===== src/rtl/decode_display_ctrl.sv =====
// LED-bank result controller: captures decoder words on done rise and
// shows data, parity or popcount, with a debounced button cycling the mode.
module decode_display_ctrl #(
  parameter int WIDTH           = 8,
  parameter int DEBOUNCE_CYCLES = 4
) (
  input  logic             clk,
  input  logic             rst,
  input  logic             pb,
  input  logic             done,
  input  logic [WIDTH-1:0] data_in,
  output logic [WIDTH-1:0] led,
  output logic [1:0]       mode,
  output logic             result_valid
);

  localparam int PW = $clog2(WIDTH + 1);
  localparam int CW = $clog2(DEBOUNCE_CYCLES + 1);
  localparam logic [CW-1:0] CNT_LAST = CW'(DEBOUNCE_CYCLES - 1);

  typedef enum logic [1:0] {
    S_DATA     = 2'd0,
    S_PARITY   = 2'd1,
    S_POPCOUNT = 2'd2,
    S_HOLD     = 2'd3
  } state_t;

  state_t state_q, state_d;

  logic          pb_meta, pb_sync;
  logic          pb_stable, pb_stable_d;
  logic [CW-1:0] cnt;
  logic          press;

  logic             done_d;
  logic             cap;
  logic [WIDTH-1:0] data_reg;
  logic             parity_reg;
  logic [PW-1:0]    pop_reg;
  logic [PW-1:0]    pop_in;

  function automatic logic [PW-1:0] popcount(input logic [WIDTH-1:0] d);
    logic [PW-1:0] p;
    p = '0;
    for (int i = 0; i < WIDTH; i++) begin
      p = p + PW'(d[i]);
    end
    return p;
  endfunction

  assign pop_in = popcount(data_in);
  assign press  = pb_stable & ~pb_stable_d;
  assign cap    = done & ~done_d;
  assign mode   = state_q;

  // A level change is accepted only after DEBOUNCE_CYCLES
  // consecutive synchronised samples that differ from pb_stable.
  always_ff @(posedge clk) begin
    if (rst) begin
      pb_meta     <= 1'b0;
      pb_sync     <= 1'b0;
      pb_stable   <= 1'b0;
      pb_stable_d <= 1'b0;
      cnt         <= '0;
    end else begin
      pb_meta     <= pb;
      pb_sync     <= pb_meta;
      pb_stable_d <= pb_stable;
      if (pb_sync == pb_stable) begin
        cnt <= '0;
      end else if (cnt == CNT_LAST) begin
        pb_stable <= pb_sync;
        cnt       <= '0;
      end else begin
        cnt <= cnt + CW'(1);
      end
    end
  end

  always_ff @(posedge clk) begin
    if (rst) begin
      state_q <= S_DATA;
    end else begin
      state_q <= state_d;
    end
  end

  always_comb begin
    state_d = state_q;
    if (press) begin
      unique case (state_q)
        S_DATA:     state_d = S_PARITY;
        S_PARITY:   state_d = S_POPCOUNT;
        S_POPCOUNT: state_d = S_HOLD;
        S_HOLD:     state_d = S_DATA;
        default:    state_d = S_DATA;
      endcase
    end
  end

  always_ff @(posedge clk) begin
    if (rst) begin
      done_d       <= 1'b0;
      data_reg     <= '0;
      parity_reg   <= 1'b0;
      pop_reg      <= '0;
      result_valid <= 1'b0;
    end else begin
      done_d <= done;
      if (cap) begin
        data_reg     <= data_in;
        parity_reg   <= ^data_in;
        pop_reg      <= pop_in;
        result_valid <= 1'b1;
      end
    end
  end

  // HOLD takes priority so a first capture made in HOLD stays dark.
  always_ff @(posedge clk) begin
    if (rst) begin
      led <= '0;
    end else if (state_q == S_HOLD) begin
      led <= led;
    end else if (!result_valid) begin
      led <= '0;
    end else begin
      unique case (state_q)
        S_DATA:     led <= data_reg;
        S_PARITY:   led <= WIDTH'(parity_reg);
        S_POPCOUNT: led <= WIDTH'(pop_reg);
        default:    led <= led;
      endcase
    end
  end

endmodule


===== config.mk =====
export PLATFORM = sky130hd
export DESIGN_NAME = decode_display_ctrl
export DESIGN_NICKNAME = d
export VERILOG_FILES = /design/src/rtl/decode_display_ctrl.sv
export SDC_FILE = /design/constraint.sdc
export NUM_CORES = 1
export LEC_CHECK = 0
export CAP_MARGIN = 30
export CORE_MARGIN = 3
export CORE_UTILIZATION = 56
export DETAILED_ROUTE_END_ITERATION = 12
export PLACE_DENSITY = 0.92
export SYNTH_ARGS = -nofsm -noshare
export SYNTH_HDL_FRONTEND = slang
export SYNTH_SLANG_ARGS = --single-unit

===== constraint.sdc =====
create_clock -name clk -period 6.68 [get_ports clk]
set_input_delay 1.336 -clock clk [delete_from_list [all_inputs] [get_ports clk]]
set_output_delay 1.336 -clock clk [all_outputs]
set_load 0.01 [all_outputs]

==> metrics.cfg <==
[synthesis]
yosys-top-cells-area=dfxtp_1 43%, ha_1 8.4%, nand2_1 6.3%, a21oi_1 6.1%, fa_1 5.4%
synth_common_cells=32 x dfxtp_1, 25 x nand2_1, 18 x a21oi_1
async_flop_share_pct=0
synth_top_area_share_pct=43.2
synth_edf_count=0
yosysMostFrequentCell=dfxtp_1
syn_avg_cell_area_um2=8.71
ys_warn_count=0
synthCells=170
synth_cell_types=25
netlist.top_cell.by_area=dfxtp_1
ys_seq_area_share_pct=43.2
syn_nets=196
ys.flop_type=dfxtp_1
netlist_area_um2=1480
synth-seq-cells=32

[clocking]
cts_tree=yes
path_clk_slew_ns=0.09
post_cts_resized=0
cts_root_buf=clkbuf_4
ctsHoldBuffers=0
insertion_delay_ns=0.32
cts_buffer_depth=2
htree_num_levels=2
numCtsBuffers=5
cts_sinks=32
cts_setup_buffers=0

[hold_path]
holdPathStages=1
hp-class=flop to flop
hold_path_startpoint=cnt[0]
holdPathEnd=cnt[0]

[global_routing]
gr-total-overflow=0
grt_pass1_wl_um=4970
grt_usage_pct=19.4
antenna_found_initial=0
grt_pass1_vias=1177
grt_max_degree=32

[sta]
finalCriticalPeriod_ns=4.14
worst_pin_slew_ns=0.828
setup_tns_ns=0
slew-limit-headroom_pct=44.7
final-setup-viol-count=0
min_period_over_period_pct=61.9
fmax_mhz=242
finalHoldViolations=0
maxSlewViolCount=0
clock_skew_ns=0.00262
rsz0062_at_grt=false

[setup_path]
worstPathArrival_ns=4.40
reg2reg_to=led[6]
path_buf_inv=4
reg2reg_from=mode[0]
critPathSlowestCell=fa_1
crit_chain=clkdlybuf4s50_1 > fa_1 > inv_1 > fa_1 > fa_1 > inv_1 > ha_1 > inv_1 > fa_1 > xnor2_1 > nand2_1 > a21oi_1
r2r_setup_slack_ns=5.06
crit_cells=12
cp_common_cell=fa_1
crit_path_max_fanout=3
critPathMaxStageDelay_ns=0.57
critical_path_class=input pin to flop
crit_required_ns=6.94
crit_family=adder cells
reg2reg_depth=6
critPathCaptureType=flop
startpoint_type=input pin

[layout]
antennaDiodeCount=0
fin_util_pct=72.2
area.growth.synth_to_final_pct=21.9
final_area_um2=1810
nets=220
stdcell_count=225
layout-drive-gt1-share_pct=6.15

[floorplanning]
start_util_pct=59.3
rows=18
ios=23
die_height_um=57.4
die_x_um=57.4
core_um2=2500
die-area_um2=3300

[placement]
place_area_um2=1710
portBuffers=22
hpwlAfterDp_um=2210
place_congestion=0.823
dp_cells=216

[route]
routed-wl-met2_um=1480
wire_per_inst_um=12.7
drt_iter0_drc=37
drc=0
ant_nets=0
met1_length_um=1180
drt_pass1_iterations=5
via_count=1190
totalWireLength_um=2860
highest_layer=met4
wl_met3_um=138
viasPerCell=5.29

[power_and_ir_drop]
leakage_nw=0.729
totalPowerFinal_w=0.000411
power_density_nw_per_um2=228
ir_drop_v=0.000197

[run_status]
status=finished, final reports clean

[run]
drv_cap=0

-- report_power, final --
part | total [W] | switching, W | internal [W]
Combinational | 0.0000653 | 0.0000331 | 0.0000322
Clock | 0.000141 | 0.0000628 | 0.0000784
Sequential | 0.000205 | 0.00000530 | 0.000199
Total | 0.000411 | 0.000101 | 0.000310
-- worst max path at each step --
stage | from | end
4_1_cts | data_in[0] | pop_reg[2]
3_3_place_gp | data_in[0] | pop_reg[2]
2_1_floorplan | data_in[0] | pop_reg[2]
6_report | data_in[0] | pop_reg[2]
3_5_place_dp | data_in[0] | pop_reg[2]
5_1_grt | data_in[0] | pop_reg[2]
-- per-stage QoR --
stage          worst slack [ns]  hold WS (ns)
4_1_cts                    2.52         0.448
2_1_floorplan              2.90         0.399
3_5_place_dp               2.18         0.431
6_report                   2.54         0.438
5_1_grt                    2.44         0.471
3_3_place_gp               2.33         0.406
-- per-layer routing --
layer  global-route usage (%)  vias to the layer above
met1                     22.0                      548
met4                     9.27                        0
li1                         -                      600
met2                     33.5                       33
met3                     4.98                        9
met5                        0                        -
-- cells by family after synthesis --
| family | count (synthesis) | synth area share, % |
|---|---|---|
| adder cells (fa/ha/maj) | 14 | 13.9 |
| flip-flops | 32 | 43.2 |
| AO/OA/AOI/OAI | 31 | 12.6 |
| multiplexers | 1 | 0.676 |
| XOR/XNOR | 8 | 4.73 |
| buffers and inverters | 23 | 6.00 |
| AND/OR/NAND/NOR | 61 | 18.9 |
-- worst reg2reg max path, stage by stage, from the launching register on --
cell,delay (ns)
dfxtp_1,0.41
inv_1,0.10
ha_1,0.29
nor3_2,0.30
a21o_2,0.25
nand2_1,0.09
a21oi_1,0.13
-- layout by cell type, fill, tap and decap left out, drive strengths merged, types with 2 or more instances in the layout --
cell,synthesis,routed
o21ai,3,3
clkbuf,4,6
xnor2,7,7
a211oi,2,2
nor2b,7,7
ha,10,10
fa,4,4
nor2,16,16
a21oi,18,18
inv,17,17
a21o,2,2
dfxtp,32,32
a22oi,5,5
nand3,8,8
clkdlybuf4s50,0,22
nand2,25,25
-- cell type report --
type                    count  area, µm²
multi-input cells         115        752
fillers                   186        694
flip-flops and latches     32        641
repair buffers             23        235
inverters                  17       63.8
clock buffers               6       41.3
well taps                  30       37.5
clock inverters             2       35.0
Power figures use the tool's default switching activity.
